<file path="src/rtl/prog_truth_table_gate.sv">
// Runtime-programmable N-input truth-table gate. The table is shifted in serially and committed
// atomically; inputs must stay stable for SETTLE edges before the registered output is re-evaluated.
module prog_truth_table_gate #(
  parameter int                   N_IN    = 3,
  parameter logic [(1<<N_IN)-1:0] INIT_TT = 'h27,
  parameter int                   SETTLE  = 4
) (
  input  logic            clk,
  input  logic            rst,
  input  logic [N_IN-1:0] in,
  input  logic            cfg_en,
  input  logic            cfg_bit,
  output logic            cfg_done,
  output logic            out,
  output logic            out_valid,
  output logic            changed
);
  localparam int         TTW         = 1 << N_IN;
  localparam logic [7:0] SETTLE_CNT  = 8'(SETTLE);
  localparam logic [7:0] SETTLE_LAST = 8'(SETTLE - 1);

  typedef enum logic {S_UNSETTLED, S_SETTLED} state_t;

  logic [TTW-1:0]  r_tt;
  logic [TTW-2:0]  r_shadow;
  logic [N_IN-1:0] r_bitcnt;
  logic            r_done;

  state_t          r_state;
  logic [N_IN-1:0] r_in_q;
  logic [7:0]      r_cnt;
  logic            r_out;
  logic            r_valid;
  logic            r_changed;

  logic [TTW-1:0]  w_shift;
  logic            w_commit;
  logic [N_IN-1:0] w_idx;
  logic            w_eval;

  state_t          w_state_nxt;
  logic [N_IN-1:0] w_in_q_nxt;
  logic [7:0]      w_cnt_nxt;
  logic            w_out_nxt;
  logic            w_valid_nxt;
  logic            w_changed_nxt;

  assign w_shift  = {r_shadow, cfg_bit};
  assign w_commit = cfg_en && (r_bitcnt == '1);
  // TTW-1-i equals the bitwise inverse of i, so index 0 selects the table MSB.
  assign w_idx    = ~r_in_q;
  assign w_eval   = r_tt[w_idx];

  // Serial table loader: shadow collects bits, the last bit commits the whole table at once.
  always_ff @(posedge clk) begin
    if (rst) begin
      r_tt     <= INIT_TT;
      r_shadow <= '0;
      r_bitcnt <= '0;
      r_done   <= 1'b0;
    end else begin
      r_done <= w_commit;
      if (cfg_en) begin
        r_shadow <= w_shift[TTW-2:0];
        r_bitcnt <= w_commit ? '0 : r_bitcnt + N_IN'(1);
        if (w_commit) begin
          r_tt <= w_shift;
        end
      end else begin
        r_bitcnt <= '0;
      end
    end
  end

  // Settle filter: an input change or a table commit restarts the window; out holds until re-evaluated.
  always_comb begin
    w_state_nxt   = r_state;
    w_in_q_nxt    = r_in_q;
    w_cnt_nxt     = r_cnt;
    w_out_nxt     = r_out;
    w_valid_nxt   = r_valid;
    w_changed_nxt = 1'b0;
    if ((in != r_in_q) || w_commit) begin
      w_in_q_nxt  = in;
      w_cnt_nxt   = '0;
      w_valid_nxt = 1'b0;
      w_state_nxt = S_UNSETTLED;
    end else begin
      case (r_state)
        S_UNSETTLED: begin
          if (r_cnt == SETTLE_LAST) begin
            w_cnt_nxt     = SETTLE_CNT;
            w_out_nxt     = w_eval;
            w_valid_nxt   = 1'b1;
            w_changed_nxt = (w_eval != r_out);
            w_state_nxt   = S_SETTLED;
          end else begin
            w_cnt_nxt = r_cnt + 8'd1;
          end
        end
        S_SETTLED: begin
          w_cnt_nxt = r_cnt;
        end
        default: begin
          w_state_nxt = S_UNSETTLED;
        end
      endcase
    end
  end

  always_ff @(posedge clk) begin
    if (rst) begin
      r_state   <= S_UNSETTLED;
      r_in_q    <= '0;
      r_cnt     <= '0;
      r_out     <= 1'b0;
      r_valid   <= 1'b0;
      r_changed <= 1'b0;
    end else begin
      r_state   <= w_state_nxt;
      r_in_q    <= w_in_q_nxt;
      r_cnt     <= w_cnt_nxt;
      r_out     <= w_out_nxt;
      r_valid   <= w_valid_nxt;
      r_changed <= w_changed_nxt;
    end
  end

  assign cfg_done  = r_done;
  assign out       = r_out;
  assign out_valid = r_valid;
  assign changed   = r_changed;

endmodule
</file>
<file path="config.mk">
export PLATFORM = sky130hd
export DESIGN_NAME = prog_truth_table_gate
export DESIGN_NICKNAME = d
export VERILOG_FILES = /design/src/rtl/prog_truth_table_gate.sv
export SDC_FILE = /design/constraint.sdc
export NUM_CORES = 1
export LEC_CHECK = 0
export BUFFER_PORTS_ARGS = -buffer_cell sky130_fd_sc_hd__buf_2
export CORE_MARGIN = 2
export CORE_UTILIZATION = 51
export CTS_CLUSTER_SIZE = 28
export DETAILED_ROUTE_END_ITERATION = 6
export GPL_TIMING_DRIVEN = 0
export HOLD_SLACK_MARGIN = 0.05
export PLACE_DENSITY = 0.82
export SLEW_MARGIN = 20
export SYNTH_ARGS = -nofsm -noshare
export SYNTH_HDL_FRONTEND = slang
export SYNTH_SLANG_ARGS = --single-unit
export TNS_END_PERCENT = 10
</file>
<file path="constraint.sdc">
create_clock -name clk -period 1.8 [get_ports clk]
set_input_delay 0.09 -clock clk [delete_from_list [all_inputs] [get_ports clk]]
set_output_delay 0.09 -clock clk [all_outputs]
set_load 0.02 [all_outputs]
</file>
== Yosys cells after proc, flatten, opt, wreduce, memory -nomap -nowiden ==
Cells that the tools add are included.

* Flip-flop bits (word level): 34
* Output and inout bits: 4
* Word-level logic and storage cells: 36
* Input bits: 7

* Reductions and logical operators: 8
* Bitwise operators: 5
* Equality and inequality tests: 4
* $lt $le $gt $ge: 1
* $add $sub $neg: 2
* Multiplexer cells: 6

{| class="wikitable"
|+ Operators with widths
! operator !! count
|-
| $mux 8 || 2
|-
| $add 8x1->8 const B || 1
|-
| $eq 8x2->1 const B || 1
|-
| $lt 3x4->1 const B || 1
|-
| $not 1->1 || 4
|-
| $reduce_and 2->1 || 2
|-
| $reduce_or 4->1 || 1
|-
| $add 3x1->3 const B || 1
|-
| $bmux 1 s3 || 1
|-
| $eq 3x3->1 const B || 1
|-
| $mux 1 || 3
|-
| $ne 3x3->1 || 1
|-
| $not 3->3 || 1
|-
| $reduce_and 3->1 || 1
|-
| $reduce_or 3->1 || 1
|-
| $reduce_or 2->1 || 1
|-
| $logic_and 1x1->1 || 1
|-
| $logic_or 1x1->1 || 1
|-
| $ne 1x1->1 || 1
|}

== Longest topological paths before layout ==
* Word-level depth: 5
* Depth in mapped cells: 7

== Worst setup path after synthesis ==
Ideal clock, no wire load.

* Path type: flip-flop to flip-flop
* Start: register r_bitcnt[0]
* End: register r_cnt[3]
* Arrival: 1.805 ns
* Data required time: 1.736 ns
* Stages on the path, launching flop included: 8
* Library setup time: 0.064 ns
* Slack: -0.070 ns
* Clock period less this slack: 1.870 ns
* Cells stage by stage: dfxtp_1 -> ha_1 -> ha_1 -> and2_4 -> buf_6 -> nor4_4 -> or3b_4 -> nor2_1

* Longest elaborated chain between the ends: 4

{| class="wikitable"
|+ RTL lines
! item !! RTL line !! text
|-
| from (decl) || 26 || <nowiki>logic [N_IN-1:0] r_bitcnt;</nowiki>
|-
| from (signal assigned) || 65 || <nowiki>r_bitcnt <= w_commit ? '0 : r_bitcnt + N_IN'(1);</nowiki>
|-
| $eq 3x3->1 || 49 || <nowiki>assign w_commit = cfg_en && (r_bitcnt == '1);</nowiki>
|-
| $logic_and 1x1->1 || 49 ||
|-
| $logic_or 1x1->1 || 83 || <nowiki>if ((in != r_in_q) || w_commit) begin</nowiki>
|-
| $reduce_or 2->1 (no source line) || n/a ||
|-
| to (signal assigned) || 122 || <nowiki>r_cnt <= w_cnt_nxt;</nowiki>
|-
| to (decl) || 31 || <nowiki>logic [7:0] r_cnt;</nowiki>
|}

Every way passes these cells.
A chain may end at the register's enable or synchronous reset.

== Worst setup path after layout ==
* Start: register r_bitcnt[0]
* End: register r_cnt[5]

The elaborated chain is that of the path after synthesis.

==> qor.csv <==
stage;metric;value;unit
placed_design;port_buffers;10;
clock_network;cts_tree;built;
detailed_routing;dr.pass1.iters;4;
die;num_io_pins;11;
layout;drive_above_1_share;0.195;
run_status;status;finished clean;
worst_setup_path;cp.required;2080;ps
detailed_routing;antenna_left;0;
flow_run;drv_cap;0;
layout;n_fill_cell;210;
synth;ys_ff_latch;34;
power;p_sw;287;uW
layout;num_antenna_cells;0;
timing;rsz0062_at_grt;false;
power;p_clk_frac;0.337;
clock_network;cts_made_buffers;5;
clock_network;root_buffer;clkbuf_4;
clock_network;clk_latency;330;ps
worst_setup_path;cp-start-kind;flop;
synth;synth-seq-area-share;0.505;
placed_design;gp_congestion;0.826;
synth;yosysUniqueCellTypes;29;
placed_design;dp_hpwl;1600;um
die;start_util;0.540;
clock_network;clockBufferDepth;2;
synth;yosys_warnings;0;
power;p_total;1280;uW
global_routing;grt_pass1_wl;4210;um
power;power.sequential.fraction;0.602;
synth;post_synth.cell_area_avg;9.99;um^2
die;die_w;55.4;um
power;peakVddDrop;711;uV
die;core-area;2500;um^2
timing;setup_viol;0;
timing;setup_ws;165;ps
timing;max_freq;612;MHz
power;comb_power_share;0.060;
timing;final_max_slew_viol_count;0;
worst_setup_path;cp-end-kind;flop;
layout;syn2layout_area_growth;15.6;%
power;intPower;991;uW
die;row_count;18;
detailed_routing;wire_per_inst;12.4;um
timing;fin_skew;5.86;ps
timing;worstMarginPinSlew;531;ps
global_routing;grt_max_degree;11;
synth;postSynthCellCount;135;
global_routing;grt_pass1_vias;1040;
timing;finalCritPeriodShare;0.908;
layout;final_nets;168;
detailed_routing;wl;2340;um
clock_network;htreeDepth;2;
timing;relSlewSlack;0.646;
placed_design;dp_slack;-66.8;ps
power;switching_share;0.224;
clock_network;path_clk_slew;90;ps
power;pwr_density_cell;820;nW/um^2
timing;period_minus_slack;1630;ps
power;p_leak;0.000629;uW
detailed_routing;drt_iter0_markers;18;
worst_setup_path;crit_fanout;9;
timing;hold_viol_final;0;
global_routing;overflow;0;
worst_setup_path;arrival;1910;ps
worst_hold_path;hold_path.class;in -> reg;
synth;syn_nets;145;
synth;syn-cell-area;1350;um^2
die;dieArea;3070;um^2
detailed_routing;via_per_inst;5.31;
clock_network;cts_num_sinks;34;
global_routing;antenna_found_initial;0;
worst_setup_path;path_class;reg -> reg;
detailed_routing;vias;1003;
global_routing;grt_use_total;0.177;
die;die_y;55.4;um
detailed_routing;post-route-drc-count;0;
## synthesized netlist by cell type
library cell / n / area share
xor2_1: 7 / 0.045
nand3_1: 1 / 0.0037
nor4_4: 1 / 0.016
clkbuf_1: 3 / 0.0083
nor4_1: 1 / 0.0046
and3b_2: 1 / 0.0074
a21oi_1: 5 / 0.019
nand4b_1: 1 / 0.0065
a311oi_1: 1 / 0.0065
buf_6: 1 / 0.0083
nor2b_1: 5 / 0.023
nor3b_1: 1 / 0.0056
mux4_2: 2 / 0.033
a31oi_1: 1 / 0.0046
and2_1: 3 / 0.014
nand3b_1: 4 / 0.022
and2_4: 1 / 0.0065
nor2_1: 20 / 0.056
nand2_1: 20 / 0.056
xnor2_1: 3 / 0.019
mux2i_1: 9 / 0.067
dfxtp_1: 34 / 0.50
a22oi_1: 1 / 0.0056
or3b_4: 1 / 0.0083
nand4_1: 1 / 0.0046
ha_1: 3 / 0.028
nor3_1: 2 / 0.0074
and3_1: 1 / 0.0046
nand2b_1: 1 / 0.0046
## stage by stage
step	TNS (ps)	instance area [um^2]	utilization	std cells	hold slack, ps
floorplan	0	1350	-	135	211
CTS	0	1560	0.622	189	115
finish	0	1560	0.624	189	119
global route	0	1560	0.624	189	122
detailed placement	-239	1440	0.575	175	331
global placement	-137	1440	0.575	175	325
## worst paths after layout
kind	from	endpoint	slack (ps)	depth (start not counted)
setup reg to reg	r_bitcnt[0]	r_cnt[5]	170	6
hold reg to reg	r_bitcnt[0]	r_bitcnt[0]	420	1
setup / recovery	r_bitcnt[0]	r_cnt[5]	170	6
hold / removal	rst	r_bitcnt[0]	120	3
## repair_timing
item,4_1_cts,5_1_grt
hold buffers,4,0
buffers inserted,2,1
setup endpoints to repair,4,11
resized for setup,2,3
pin swaps,6,4
hold endpoints to repair,5,0
## placed cells by master (no fill, tap or decap), types with 2 or more instances in the layout
cell type / instances
clkbuf_4: 5
ha_2: 2
xnor2_1: 3
nor2b_1: 5
mux2i_1: 9
dfxtp_1: 33
xor2_1: 7
and2_1: 3
a21oi_1: 5
nor2_2: 2
nand3b_1: 4
clkbuf_1: 4
mux4_2: 2
nand2_1: 20
buf_4: 3
nor3_1: 2
buf_2: 10
dlygate4sd3_1: 4
nor2_1: 18
## cells by family after synthesis
logic type                 share of synthesized area
adders and majority gates                     0.0278
buffers and inverters                         0.0167
AOI/OAI and AO/OA                             0.0353
and+or+nand+nor                                0.250
DFF                                            0.505
muxes                                          0.100
xor gates and xnor gates                      0.0649
## area by class of cell
class | count | area (um^2) | share of cell area
flip-flops and latches | 34 | 682 | 0.437
clock buffers | 7 | 55.1 | 0.0353
well taps | 30 | 37.5 | 0.0241
repair buffers | 17 | 113 | 0.0722
multi-input cells | 97 | 656 | 0.421
clock inverters | 1 | 5.00 | 0.00321
plain buffers | 3 | 11.3 | 0.00722
## worst max-delay path, cell delays in order (launching register included)
cell and delay [ps]:
dfxtp_2 340, ha_2 180, ha_2 180, and2_4 190
nor4_4 150, or3b_4 440, nor2_2 110
## power groups by stage
stage               registers (uW)  logic, uW  clock network [uW]
detailed placement             787       65.5                   0
global placement               787       63.7                   0
global route                   772       84.9                 476
floorplan                      785       49.0                   0
CTS                            770       75.3                 444
finish                         770       76.9                 431
## metal layers
metal,track usage,share of wire
met5,0,0
met4,0.108,0.029
met3,0.0585,0.035
met2,0.304,0.52
met1,0.184,0.41
## registers in the layout (all words and copies together) (netlist names)
signal     count
r_cnt          8
out            1
out_valid      1
cfg_done       1
r_shadow       7
r_state        1
changed        1
r_tt           8
r_bitcnt       3
r_in_q         3
Note: power is estimated with default switching activity, not from simulation.
